## config.mk

```make
export PLATFORM = sky130hd
export DESIGN_NAME = modexp
export DESIGN_NICKNAME = d
export VERILOG_FILES = /design/src/rtl/rsa_pkg.sv /design/src/rtl/modmult.sv /design/src/rtl/modexp.sv
export SDC_FILE = /design/constraint.sdc
export NUM_CORES = 2
export LEC_CHECK = 0
export ABC_AREA = 1
export ABC_CLOCK_PERIOD_IN_PS = 194500
export CAP_MARGIN = 20
export CORE_UTILIZATION = 55
export CTS_BUF_LIST = sky130_fd_sc_hd__clkbuf_16
export DETAILED_ROUTE_END_ITERATION = 8
export DONT_BUFFER_PORTS = 1
export GPL_ROUTABILITY_DRIVEN = 0
export HOLD_SLACK_MARGIN = 0.12
export PLACE_DENSITY_LB_ADDON = 0.1
export SLEW_MARGIN = 20
export SYNTH_ARGS = -nofsm -noshare
export SYNTH_HDL_FRONTEND = slang
export SYNTH_HIERARCHICAL = 1
export SYNTH_SLANG_ARGS = --single-unit
```

## constraint.sdc

```tcl
create_clock -name clk -period 194.5 [get_ports clk]
set_clock_uncertainty 0.15 [all_clocks]
set_input_delay 19.45 -clock clk [delete_from_list [all_inputs] [get_ports clk]]
set_output_delay 19.45 -clock clk [all_outputs]
set_load 0.02 [all_outputs]
```

## src/rtl/rsa_pkg.sv

```systemverilog
// rsa_pkg: shared state encoding for the modexp sequencer
package rsa_pkg;
  typedef enum logic [2:0] {
    IDLE, LOAD, CHECK, MUL_GO, MUL_WAIT, SQR_GO, SQR_WAIT, FINISH
  } modexp_state_t;
endpackage

```

## src/rtl/modmult.sv

```systemverilog
// modmult: go latches a,b,n (a,b < n); result = a*b mod n, valid while done pulses, one add/double step per bit of b
module modmult #(
  parameter int WIDTH = 32
) (
  input  logic             clk,
  input  logic             rst,
  input  logic             go,
  input  logic [WIDTH-1:0] a,
  input  logic [WIDTH-1:0] b,
  input  logic [WIDTH-1:0] n,
  output logic [WIDTH-1:0] result,
  output logic             done
);
  logic             run;
  logic [WIDTH-1:0] a_r, b_r, n_r, acc_r;
  logic [WIDTH:0]   sum, dbl, nn;
  assign nn     = {1'b0, n_r};
  assign sum    = {1'b0, acc_r} + (b_r[0] ? {1'b0, a_r} : '0);
  assign dbl    = {a_r, 1'b0};
  assign result = acc_r;
  always_ff @(posedge clk) begin
    if (rst) begin
      run   <= 1'b0;
      done  <= 1'b0;
      a_r   <= '0;
      b_r   <= '0;
      n_r   <= '0;
      acc_r <= '0;
    end else begin
      done <= 1'b0;
      if (!run) begin
        if (go) begin
          a_r   <= a;
          b_r   <= b;
          n_r   <= n;
          acc_r <= '0;
          run   <= 1'b1;
        end
      end else if (b_r == '0) begin
        run  <= 1'b0;
        done <= 1'b1;
      end else begin
        acc_r <= sum >= nn ? WIDTH'(sum - nn) : WIDTH'(sum);
        a_r   <= dbl >= nn ? WIDTH'(dbl - nn) : WIDTH'(dbl);
        b_r   <= b_r >> 1;
      end
    end
  end
endmodule

```

## src/rtl/modexp.sv

```systemverilog
// modexp: result = base^exponent mod modulus via modmult; start in, busy/done/err/result out, async active-low rst_n
module modexp
  import rsa_pkg::*;
#(
  parameter int WIDTH = 32
) (
  input  logic             clk,
  input  logic             rst_n,
  input  logic             start,
  input  logic [WIDTH-1:0] base,
  input  logic [WIDTH-1:0] exponent,
  input  logic [WIDTH-1:0] modulus,
  output logic [WIDTH-1:0] result,
  output logic             busy,
  output logic             done,
  output logic             err
);
  modexp_state_t    state;
  logic [WIDTH-1:0] base_r, exp_r, mod_r, acc_r, mm_a, mm_result;
  logic             mm_go, mm_done;
  assign mm_go = state == MUL_GO || state == SQR_GO;
  assign mm_a  = state == MUL_GO ? acc_r : base_r;
  modmult #(.WIDTH(WIDTH)) u_modmult (
    .clk    (clk),
    .rst    (~rst_n),
    .go     (mm_go),
    .a      (mm_a),
    .b      (base_r),
    .n      (mod_r),
    .result (mm_result),
    .done   (mm_done)
  );
  always_ff @(posedge clk or negedge rst_n) begin
    if (!rst_n) begin
      state  <= IDLE;
      result <= '0;
      busy   <= 1'b0;
      done   <= 1'b0;
      err    <= 1'b0;
      base_r <= '0;
      exp_r  <= '0;
      mod_r  <= '0;
      acc_r  <= '0;
    end else begin
      done <= 1'b0;
      case (state)
        IDLE: begin
          busy <= start;
          if (start) begin
            base_r <= base;
            exp_r  <= exponent;
            mod_r  <= modulus;
            err    <= 1'b0;
            state  <= LOAD;
          end
        end
        LOAD: begin
          if (mod_r <= WIDTH'(1)) begin
            acc_r <= '0;
            state <= FINISH;
          end else begin
            acc_r  <= WIDTH'(1);
            base_r <= base_r % mod_r;
            state  <= CHECK;
          end
        end
        CHECK: state <= exp_r == '0 ? FINISH : exp_r[0] ? MUL_GO : SQR_GO;
        MUL_GO: state <= MUL_WAIT;
        MUL_WAIT: begin
          if (mm_done) begin
            acc_r <= mm_result;
            if (exp_r[WIDTH-1:1] == '0) begin
              exp_r <= '0;
              state <= CHECK;
            end else begin
              state <= SQR_GO;
            end
          end
        end
        SQR_GO: state <= SQR_WAIT;
        SQR_WAIT: begin
          if (mm_done) begin
            base_r <= mm_result;
            exp_r  <= exp_r >> 1;
            state  <= CHECK;
          end
        end
        FINISH: begin
          result <= acc_r;
          err    <= mod_r == '0;
          done   <= 1'b1;
          state  <= IDLE;
        end
        default: state <= modexp_state_t'('x);
      endcase
    end
  end
endmodule
```

==> results.cfg <==
[global_route]
grt_usage_pct = 38.3
grt_first_pass_wirelength_microns = 293000
grt_pass1_vias = 52000
grt_max_degree = 168
overflow = 0
antenna_found_initial = 17

[timing]
slew_headroom_pct = 22.5
fin_hold_ws_ns = 0.381
rsz0062_at_grt = false
max_freq_mhz = 12.4
finalSetupViolations = 0
min_period_over_period_pct = 41.4
tns_ns = 0
finalHoldViolCount = 0
worst_pin_slew_ns = 1.15
slew_violations = 0
layout_min_cycle_time_ns = 80.54

[clock_tree]
post_cts_resized = 0
cts_tree = done
cts_buffer_depth = 3
cts.sinks = 296
cts_hold_buf = 0
post_cts_buffers = 0
cts_max_level = 2
clkLatencyLatePin_ns = 0.58
clockRootBuffer = clkbuf_16
numCtsBuffers = 35
clk_pin_slew_ns = 0.07

[setup_path]
critPathMaxFanout = 46
cp-start-kind = flop
cp.buffers_inverters = 68
crit_arrival_ns = 80.83
r2r_slack_ns = 113.96
worstSetupEndpointType = flop
worstSetupPathType = flop to flop
crit_slowest_cell = inv_1
max_stage_delay_ns = 0.98
crit_family = simple AND/OR/NAND/NOR gates
crit_required_ns = 194.79
cpMostUsedCell = nand2_1

[finish]
drive_gt1_share_pct = 6.55
nNetsFinal = 9296
final_cell_mix = 2551 x nand2_1, 1306 x inv_1, 640 x a21oi_1
fin_util_pct = 57.6
syn_to_final_growth_pct = 3.27
final_common_cell = nand2_1

[synthesis]
synth_nets = 9432
synth_seq_cells = 296
synth_ff_type = dfrtp_1
netlist_instances = 8704
ys_async_sr_fraction_pct = 56.1
yosys_warnings = 6
synth_area_per_cell_sq_um = 6.02
syn_area_sq_um = 52400
yosysSeqAreaShare_pct = 12.9
synth_cell_types = 100
synth_edf_count = 0

[floorplanning]
rows = 112
io_pins = 134
die_height_microns = 311
dieArea_sq_um = 96500
initial_core_util_pct = 55.8
coreArea_sq_um = 93900
die_width_microns = 311

[worst_hold_path]
hold_class = flop to flop

[drt]
drt-initial-drc-count = 6372
viasPerCell = 5.81
routed_wl_microns = 192000
drcViolationCount = 1
firstDrtPassIters = 9
ant_nets = 0
wire_per_inst_microns = 19.5
vias = 57300

[status]
outcome = complete, but fails checks
violations = design-rule violations

[placement]
dp_hpwl_microns = 152000
io_buffers = 0

[flow_run]
cap_violations = 0
==> area by class of cell <==
| class | instances | area (sq um) |
|---|---|---|
| Clock inverter | 27 | 173 |
| Fill cell | 9741 | 39800 |
| Sequential cell | 296 | 6760 |
| Inverter | 1370 | 5160 |
| Antenna cell | 14 | 35.0 |
| Clock buffer | 36 | 901 |
| Multi-Input combinational cell | 6807 | 39000 |
| Timing Repair Buffer | 58 | 439 |
| Tap cell | 1254 | 1570 |
==> path summary, 6_finish.rpt <==
path | from | cells past startpoint | endpoint
max | mod_r[27] | 535 | base_r[27]
max in group asynchronous | rst_n | 0 | mod_r[30]
max reg2reg | mod_r[27] | 535 | base_r[27]
min in group asynchronous | rst_n | 0 | result[26]
min | exp_r[0] | 2 | exp_r[0]
min reg2reg | exp_r[0] | 2 | exp_r[0]
==> routing by layer <==
| layer | up-vias | GRT usage (%) | wire [microns] |
|---|---|---|---|
| met1 | 26000 | 51.9 | 81000 |
| li1 | 27900 | - | - |
| met2 | 2791 | 56.9 | 79400 |
| met3 | 506 | 9.33 | 22000 |
| met4 | 16 | 17.5 | 9550 |
| met5 | - | 0 | 141 |
==> synthesized netlist by cell type, drive strengths merged, types with 2 or more instances <==
library cell / n / area [sq um]
fa: 4 / 80.1
o21a: 20 / 150
o211ai: 24 / 190
dfxtp: 130 / 2600
nand3b: 26 / 199
inv: 1362 / 5130
o2111ai: 6 / 52.6
a221o: 4 / 41.3
o221ai: 13 / 114
or2: 83 / 522
clkbuf: 143 / 741
o41ai: 2 / 17.5
a21oi: 678 / 3610
a21boi: 35 / 274
a21o: 29 / 224
a211oi: 19 / 148
and3: 3 / 20.0
o21ai: 603 / 3180
a22oi: 10 / 100
o311ai: 3 / 26.3
nand4: 76 / 482
clkinv: 8 / 30.0
buf: 82 / 654
a31oi: 24 / 186
xor2: 243 / 2130
o21bai: 43 / 372
xnor2: 176 / 1540
nand3: 567 / 3140
nor2: 590 / 2380
nor3: 74 / 387
mux2i: 7 / 90.1
nand2: 2657 / 10300
ha: 625 / 7820
nor4: 45 / 303
o22ai: 4 / 25.0
o31a: 2 / 17.5
dfrtp: 166 / 4150
a32oi: 2 / 17.5
and2: 38 / 238
a221oi: 40 / 350
o31ai: 18 / 140
nor3b: 5 / 37.5
o221a: 2 / 22.5
dlygate4sd3: 4 / 40.0
o211a: 2 / 20.0
==> through the flow <==
step	std cells	setup slack (ns)	instance area, sq um
6_report	9862	113.96	54100
5_1_grt	9857	105.79	54100
4_1_cts	9846	115.13	54000
3_5_place_dp	9783	115.37	53000
3_3_place_gp	9783	117.66	53000
2_1_floorplan	8704	130.44	52400
==> worst register-to-register path: cells and delay by family (launching register included) <==
| kind | cells | cell delay (ns) |
|---|---|---|
| AND/OR/NAND/NOR | 282 | 32.46 |
| AO/OA/AOI/OAI | 152 | 26.66 |
| buffers and inverters | 68 | 10.47 |
| adder cells (fa/ha/maj) | 31 | 9.81 |
| flip-flops | 1 | 0.41 |
| multiplexers | 1 | 0.31 |
| XOR/XNOR | 1 | 0.13 |
==> state kept, by name, indices dropped and copies added (netlist names) <==
| register | cells |
|---|---|
| acc_r | 32 |
| base_r | 32 |
| exp_r | 32 |
| mod_r | 32 |
| result | 32 |
| u_modmult/a_r | 32 |
| u_modmult/b_r | 32 |
| u_modmult/n_r | 32 |
| u_modmult/result | 32 |
| state | 3 |
| busy | 1 |
| done | 1 |
| err | 1 |
| u_modmult/done | 1 |
| u_modmult/run | 1 |
==> cells by family (layout without fill, tap and decap cells) <==
group | Yosys count | in the layout | share of synthesized area, %
simple gates | 4166 | 4166 | 34.4
fa+ha+maj | 629 | 629 | 15.1
mux | 7 | 7 | 0.172
flops | 296 | 296 | 12.9
compound gates | 1586 | 1586 | 17.8
other cells | 0 | 14 | 0
buf+inv | 1601 | 1491 | 12.6
xor+xnor | 419 | 419 | 7.01
Power is not shown: default switching activity piles up to over one toggle a cycle in this logic, so the estimate is an artifact.
